$ cat config.mk
export PLATFORM = sky130hd
export DESIGN_NAME = ecg_sample_ingress
export DESIGN_NICKNAME = d
export VERILOG_FILES = /design/src/rtl/ecg_sample_ingress.sv
export SDC_FILE = /design/constraint.sdc
export NUM_CORES = 1
export LEC_CHECK = 0
export BUFFER_PORTS_ARGS = -buffer_cell sky130_fd_sc_hd__buf_2
export CORE_UTILIZATION = 50
export CTS_BUF_LIST = sky130_fd_sc_hd__clkbuf_4
export CTS_CLUSTER_DIAMETER = 60
export DETAILED_ROUTE_END_ITERATION = 10
export GPL_TIMING_DRIVEN = 0
export PLACE_DENSITY = 0.68
export SYNTH_ARGS = -nofsm -noshare
export SYNTH_HDL_FRONTEND = slang
export SYNTH_SLANG_ARGS = --single-unit
$ cat constraint.sdc
create_clock -name clk -period 7.25 [get_ports clk]
set_input_delay 0 -clock clk [delete_from_list [all_inputs] [get_ports clk]]
set_output_delay 0 -clock clk [all_outputs]
set_load 0.03 [all_outputs]
$ cat src/rtl/ecg_sample_ingress.sv
// ECG sample ingress: captures leading config words, removes DC offset with
// saturation, tags window boundaries and queues samples for the feature extractor.
module ecg_sample_ingress #(
    parameter int DATA_W       = 16,
    parameter int FIFO_DEPTH   = 16,
    parameter int LOG2_FIFO    = 4,
    parameter int LOG2_CFG_MEM = 10,
    parameter int WIN_W        = 13,
    parameter int DEF_WIN_LEN  = 250
) (
    input  logic                    clk,
    input  logic                    reset,
    input  logic                    cfg_en_i,
    input  logic [DATA_W-1:0]       cfg_data_i,
    input  logic                    ecg_en_i,
    input  logic [DATA_W-1:0]       ecg_data_i,
    input  logic                    test_done_i,
    input  logic                    smp_ready_i,
    output logic                    smp_valid_o,
    output logic [DATA_W-1:0]       smp_data_o,
    output logic                    smp_last_o,
    output logic [DATA_W-1:0]       dc_offset_o,
    output logic [WIN_W-1:0]        win_len_o,
    output logic [LOG2_CFG_MEM-1:0] cfg_cnt_o,
    output logic                    ovf_o,
    output logic                    proto_err_o,
    output logic                    done_o
);

    typedef enum logic [1:0] {ST_IDLE, ST_CFG, ST_RUN, ST_DONE} state_t;

    localparam logic [LOG2_FIFO:0] FULL_CNT = (LOG2_FIFO+1)'(FIFO_DEPTH);

    state_t                  state_reg, state_next;
    logic                    cfg_take, smp_take, order_err;

    logic [DATA_W-1:0]       dc_offset_reg;
    logic [WIN_W-1:0]        win_len_reg;
    logic [LOG2_CFG_MEM-1:0] cfg_cnt_reg;
    logic [WIN_W-1:0]        win_cnt_reg;
    logic                    stage_valid_reg, stage_last_reg;
    logic [DATA_W-1:0]       stage_data_reg;
    logic                    ovf_reg, proto_err_reg, done_reg;

    logic [DATA_W:0]         fifo_mem [FIFO_DEPTH];
    logic [LOG2_FIFO-1:0]    wr_ptr_reg, rd_ptr_reg;
    logic [LOG2_FIFO:0]      count_reg;

    logic                    fifo_empty, fifo_full, pop, push;
    logic [DATA_W:0]         diff;
    logic [DATA_W-1:0]       diff_sat;
    logic                    win_last;

    // State register
    always_ff @(posedge clk or posedge reset) begin
        if (reset) state_reg <= ST_IDLE;
        else       state_reg <= state_next;
    end

    // Next-state logic
    always_comb begin
        state_next = state_reg;
        case (state_reg)
            ST_IDLE: if (cfg_en_i) state_next = ST_CFG;
            ST_CFG:  if (ecg_en_i) state_next = ST_RUN;
            ST_RUN:  if (test_done_i && !stage_valid_reg && fifo_empty) state_next = ST_DONE;
            default: state_next = ST_DONE;
        endcase
    end

    // Per-state decode of which stream inputs are honoured or flagged
    always_comb begin
        cfg_take  = 1'b0;
        smp_take  = 1'b0;
        order_err = 1'b0;
        case (state_reg)
            ST_IDLE: begin
                cfg_take  = cfg_en_i;
                order_err = ecg_en_i;
            end
            ST_CFG: begin
                cfg_take = cfg_en_i;
                smp_take = ecg_en_i;
            end
            ST_RUN: begin
                smp_take  = ecg_en_i;
                order_err = cfg_en_i;
            end
            default: order_err = cfg_en_i | ecg_en_i;
        endcase
    end

    // Offset removal at DATA_W+1 bits; overflow shows as the top two bits disagreeing
    always_comb begin
        diff = {ecg_data_i[DATA_W-1], ecg_data_i} - {dc_offset_reg[DATA_W-1], dc_offset_reg};
        if (diff[DATA_W] != diff[DATA_W-1])
            diff_sat = diff[DATA_W] ? {1'b1, {(DATA_W-1){1'b0}}} : {1'b0, {(DATA_W-1){1'b1}}};
        else
            diff_sat = diff[DATA_W-1:0];
    end

    assign win_last   = (win_len_reg != '0) && (win_cnt_reg == win_len_reg - WIN_W'(1));
    assign fifo_empty = (count_reg == '0);
    assign fifo_full  = (count_reg == FULL_CNT);
    assign pop        = !fifo_empty && smp_ready_i;
    assign push       = stage_valid_reg && (!fifo_full || pop);

    always_ff @(posedge clk or posedge reset) begin
        if (reset) begin
            dc_offset_reg   <= '0;
            win_len_reg     <= WIN_W'(DEF_WIN_LEN);
            cfg_cnt_reg     <= '0;
            win_cnt_reg     <= '0;
            stage_valid_reg <= 1'b0;
            stage_last_reg  <= 1'b0;
            stage_data_reg  <= '0;
            ovf_reg         <= 1'b0;
            proto_err_reg   <= 1'b0;
            done_reg        <= 1'b0;
            wr_ptr_reg      <= '0;
            rd_ptr_reg      <= '0;
            count_reg       <= '0;
        end else begin
            if (cfg_take) begin
                if (cfg_cnt_reg == LOG2_CFG_MEM'(0)) dc_offset_reg <= cfg_data_i;
                if (cfg_cnt_reg == LOG2_CFG_MEM'(1)) win_len_reg   <= cfg_data_i[WIN_W-1:0];
                if (cfg_cnt_reg != '1)               cfg_cnt_reg   <= cfg_cnt_reg + 1'b1;
            end
            stage_valid_reg <= smp_take;
            if (smp_take) begin
                stage_data_reg <= diff_sat;
                stage_last_reg <= win_last;
                win_cnt_reg    <= win_last ? '0 : win_cnt_reg + 1'b1;
            end
            if (stage_valid_reg && fifo_full && !pop) ovf_reg <= 1'b1;
            if (order_err) proto_err_reg <= 1'b1;
            done_reg <= (state_reg == ST_DONE);
            if (push) wr_ptr_reg <= wr_ptr_reg + 1'b1;
            if (pop)  rd_ptr_reg <= rd_ptr_reg + 1'b1;
            if (push && !pop)      count_reg <= count_reg + 1'b1;
            else if (pop && !push) count_reg <= count_reg - 1'b1;
        end
    end

    // Storage carries no reset; the head is masked whenever the FIFO is empty
    always_ff @(posedge clk) begin
        if (push) fifo_mem[wr_ptr_reg] <= {stage_last_reg, stage_data_reg};
    end

    assign smp_valid_o = !fifo_empty;
    assign smp_data_o  = fifo_empty ? '0 : fifo_mem[rd_ptr_reg][DATA_W-1:0];
    assign smp_last_o  = fifo_empty ? 1'b0 : fifo_mem[rd_ptr_reg][DATA_W];
    assign dc_offset_o = dc_offset_reg;
    assign win_len_o   = win_len_reg;
    assign cfg_cnt_o   = cfg_cnt_reg;
    assign ovf_o       = ovf_reg;
    assign proto_err_o = proto_err_reg;
    assign done_o      = done_reg;

endmodule

Word-level counts from Yosys, hierarchy flattened:

Memories as Yosys holds them, arrays and structs flattened.
Index checks and enable logic that the tools add are counted.
W data, S select, Z words.

* register bits: 88
* bits in writable memories: 272
* input port bits: 38
* logic and storage cells: 77
* memories: 1

* add/subtract/negate cells: 8
* equality and inequality tests: 11
* mux-type cells: 16
* bitwise operators: 1
* reduce and logical (&&, ||, !) cells: 26

Memories
* fifo_mem: depth 16, bits a word 17, read ports 1, clocked after Yosys merged registers in 0, write ports 1, line 45 `logic [DATA_W:0] fifo_mem [FIFO_DEPTH];`

Operators with widths (count)
* $mux W16: 3
* $sub A16 B16 Y17: 1
* $add A13 B1 Y13 const B: 1
* $eq A13 B13 Y1: 1
* $mux W13: 1
* $reduce_bool A13 Y1: 1
* $sub A13 B1 Y13 const B: 1
* $add A10 B1 Y10 const B: 1
* $eq A10 B1 Y1 const B: 1
* $logic_not A10 Y1: 1
* $mux W5: 2
* $ne A10 B10 Y1 const B: 1
* $logic_and A1 B1 Y1: 9
* $add A4 B1 Y4 const B: 2
* $mux W2: 3
* $ne A2 B2 Y1 const B: 3
* $pmux W2 S3: 1
* $reduce_and A2 Y1: 3
* $add A5 B1 Y5 const B: 1
* $eq A5 B5 Y1 const B: 1
* $logic_not A1 Y1: 5
* $logic_not A5 Y1: 1
* $mux W1: 5
* $sub A5 B1 Y5 const B: 1
* 10 further kinds: 12

Logic depth before layout (Yosys ltp):

* depth after elaboration: 9
* gate-level depth with buffers: 12
* gate-level depth less buffers: 11

Least setup slack after synthesis:

OpenSTA, ideal clock, no wires.

* path kind: reg2reg
* start point: register dc_offset_reg[0] (netlist: dc_offset_o[0])
* end point: register stage_data_reg[2]
* library setup time: 0.155 ns
* arrival: 2.627 ns
* data required time: 7.095 ns
* slack: 4.469 ns
* stages on the path, launching flop included: 12
* buffers on the path: 1
* clock period less this slack: 2.781 ns
* cell sequence: dfrtp_1 > ha_1 > inv_1 > fa_1 > a21oi_1 > o21ai_0 > and3_1 > o21ai_0 > a41oi_2 > clkbuf_1 > a22oi_1 > o311ai_0

* longest elaborated chain between the ends: 3
* elaborated cells on any way between the ends: 4
* those cells by class: 1 x add/sub; 1 x eq/ne; 2 x mux

Ends and longest elaborated chain
* start: declaration: line 37 `logic [DATA_W-1:0] dc_offset_reg;`
* start signal: assignment: line 125 `if (cfg_cnt_reg == LOG2_CFG_MEM'(0)) dc_offset_reg <= cfg_data_i;`
* $sub A16 B16 Y17 *: line 95 `diff = {ecg_data_i[DATA_W-1], ecg_data_i} - {dc_offset_reg[DATA_W-1], dc_offset_reg};`
* $mux W16 / $ne A1 B1 Y1 (equally long branches): line 97, 96
* $mux W16 *: line 96 `if (diff[DATA_W] != diff[DATA_W-1])`
* end signal: assignment: line 131 `stage_data_reg <= diff_sat;`
* end: declaration: line 42 `logic [DATA_W-1:0] stage_data_reg;`

Mark *: on every way between the ends. The rest lies on a longest branch, timed or not.
A chain may end at the register's enable or synchronous reset.

Worst setup path after layout:

* start point: register rd_ptr_reg[0]
* end point: output port smp_data_o[4]

* longest elaborated chain between the ends: 2

Ends and longest elaborated chain
* start: declaration: line 46 `logic [LOG2_FIFO-1:0] wr_ptr_reg, rd_ptr_reg;`
* start signal: assignment: line 139 `if (pop) rd_ptr_reg <= rd_ptr_reg + 1'b1;`
* $mem_v2 Z16 W17
* $mux W16: line 151 `assign smp_data_o = fifo_empty ? '0 : fifo_mem[rd_ptr_reg][DATA_W-1:0];`
* end: declaration: line 20 `output logic [DATA_W-1:0] smp_data_o,`

Every way passes these cells.

==> results.txt <==
Status = finished, violations left
Failing checks = design-rule violations
Routed Antenna Nets = 0
Layout Nets = 1298
# DRC = 6
Storage cell area = 10380 µm²
EDFF count, synth = 272
Clk_lat worst skew = 760 ps
Startpoint types = register
Gr ovfl total = 0
Cell at the slowest stage of the critical path = clkbuf_1
CP Data Required Time = 7250 ps
Register bit total from synthesis = 360
Max Fclk = 273.6 MHz
Vias per cell = 5.592
Skew final = 53.65 ps
Setup violations, final = 0
Max-cap violation count = 0
Synth Net Count = 1045
Core Footprint = 30750 µm²
Share of flip-flops with an asynchronous set or reset = 24.44%
Total track usage = 22.83%
Starting density of the core = 51.11%
Yosys warnings = 0
Leak = 0.006974 µW
CTS tree = yes
Crit share post-route = 50.41%
Fin area = 18690 µm²
Max reg flops = 272
Fill cells = 2321
Hold Crit Class = in2reg
Total power divided by cell area = 428.3 nW/µm²
CTS root buf = clkbuf_4
Detailed Route Iter0 Violations = 585
Area occupied by multi-input gates = 5084 µm²
Drt total wl = 34920 µm
Worst-path clk slew = 60 ps
Pre-CTS setup slack = 4257 ps
Seq/Total Area, Yosys = 66.03%
H-tree depth = 3
Final Critical Period = 3655 ps
Rel. slew slack = 19.75%
Cell Rows = 64
Crit path DAT = 3660 ps
Vias in the first global route = 9674
# resized after CTS = 0
IO buf count = 97
Cell area after placement = 17080 µm²
Synth Instances = 969
GP Congestion = 0.8334
Drt pass-1 iters = 8
RSZ-0062 raised after global routing = false
Max-slew violation count = 0
Tot Pwr = 8002 µW
Width of the die = 179.3 µm
Worst Setup End Kind = primary output
Io pins = 98
Max IR drop VDD = 0.0002693 V
Yosys cell types = 63
Largest fanout on the critical path = 10
Mapped Area = 15720 µm²
Number of CTS-inserted buffers = 90
Mean Syn Cell Area = 16.22 µm²
Vias = 9462
Setup slack after layout = 3595 ps
CP Class = reg2out
P&R area growth vs syn = 18.89%
Final hold violations = 0
Die height = 179.3 µm
CP peak stage delay = 920 ps
Worst-path cell chain = clkbuf_1 -> clkbuf_1 -> mux4_2 -> mux4_2 -> and2_1 -> buf_2
Final setup TNS = 0 ps
CTS sink count = 360
HPWL after DPL = 23730 µm
Largest net degree at the start of global routing = 65
First-pass GRT wire length = 53890 µm
Layout cells sized above 1 = 32.17%
Tightest Pin Transition = 1204 ps
Clock buffer depth = 3
Die area = 32140 µm²
Routed WL per cell = 20.64 µm
Post-synth top flop = edfxtp_1
Initial antenna violation count = 3
[power by group]
group	switching, µW	total [µW]	leakage, µW	internal [µW]
registers	399	3160	0.00355	2770
clock network	839	1680	0.000704	839
logic	1820	3160	0.00272	1340
total	3060	8000	0.00697	4950
[layer usage]
layer  track usage [%]  part of all wire (%)  wire length, µm
met1             28.50                    40            14130
met2             39.76                    52            18110
met3             5.047                   6.2             2151
met4             6.583                   1.5              533
met5                 0                     0                0
[cells by family after synthesis]
| kind of cell | Yosys count | share of synthesized area, % |
|---|---|---|
| AOI/OAI and AO/OA | 115 | 4.920 |
| and+or+nand+nor | 208 | 6.672 |
| DFF | 360 | 66.03 |
| xor gates and xnor gates | 51 | 2.842 |
| muxes | 117 | 14.47 |
| adders and majority gates | 38 | 3.121 |
| buffers and inverters | 80 | 1.943 |
[layout by cell type, fill, tap and decap left out, types with 5 or more instances in the layout]
cell and instances:
edfxtp_1 272, a21o_1 8, buf_1 11, ha_1 36
dfstp_2 6, mux2_2 32, clkbuf_4 128, nand2b_1 5
buf_6 7, inv_1 38, nand3_1 18, nand4_1 6
dfrtp_1 82, nor2_2 12, a21oi_1 17, buf_2 98
a211oi_1 8, nand2_1 53, o31ai_1 5, xor2_1 17
and2_1 18, or3_1 5, mux4_2 85, buf_8 9
clkbuf_1 28, o21ai_0 33, xnor2_1 34, nor2_1 36
o21a_1 10, nor3_1 20, clkinv_2 13, clkinv_1 15
dlygate4sd3_1 43
[synth_stat cells, drive strengths merged, types with 2 or more instances]
library cell,number,area (µm²)
clkbuf,28,105.1
xnor2,34,297.8
a211oi,8,60.06
nand4,6,37.54
nand3,18,90.09
o21bai,4,30.03
dfstp,6,157.7
or4,5,41.29
a21oi,17,85.08
o22ai,3,18.77
nand3b,4,30.03
a22oi,3,22.52
nor2,48,180.2
nor4,4,46.29
dfrtp,82,2052
and4,2,17.52
and2,20,127.6
a21boi,2,15.01
or2,2,12.51
xor2,17,148.9
o221ai,4,35.03
ha,36,450.4
a21o,8,60.06
o311ai,2,17.52
nand2,53,198.9
o21a,10,75.07
o31a,2,17.52
mux2,32,360.4
edfxtp,272,8168
mux4,85,1914
o21ai,34,173.9
nand2b,5,31.28
nor3,24,120.1
o31ai,5,37.54
or3,5,31.28
o211ai,2,15.01
and3,4,25.02
a311oi,2,17.52
nor2b,4,25.02
fa,2,40.04
buf,13,53.80
inv,39,146.4
[per-stage QoR]
step | cells | util, % | hold WS (ps)
finish | 1692 | 60.77 | 58.23
global route | 1692 | 60.77 | 15.79
CTS | 1688 | 60.71 | 1.518
detailed placement | 1483 | 55.55 | 13.09
global placement | 1462 | 54.30 | 230.5
floorplan | 969 | - | 150.4
[path summary, 6_finish.rpt]
path,start,to,slack [ps],depth (start not counted)
worst max-delay path,rd_ptr_reg[0],smp_data_o[4],3590,6
worst min-delay path,ecg_data_i[3],stage_data_reg[4],60,6
worst max register to register,dc_offset_o[0],stage_data_reg[0],4230,11
worst min register to register,ovf_o,ovf_o,480,1
max in group asynchronous,reset,win_len_o[4],6160,5
min in group asynchronous,reset,cfg_cnt_o[9],400,4
[layout make-up]
| class | count | share of cell area, % |
|---|---|---|
| clock inverters | 35 | 1.098 |
| diodes | 3 | 0.04018 |
| clock buffers | 128 | 5.143 |
| well taps | 396 | 2.652 |
| flip-flops and latches | 360 | 55.54 |
| inverters | 39 | 0.7968 |
| plain buffers | 41 | 0.8504 |
| repair buffers | 161 | 6.676 |
| multi-input cells | 529 | 27.21 |
[critical path: cells and delay by family, from the launching register on]
family / cells / cell delay (ps)
buffers and inverters: 3 / 1320
multiplexers: 2 / 1080
AND/OR/NAND/NOR: 1 / 180
flip-flops: 1 / 360
[timing repair]
action / CTS / global route
hold buffers: 42 / 1
setup buffers: 0 / 0
hold endpoints to repair: 143 / 1
(Power assumes the default switching activity.)
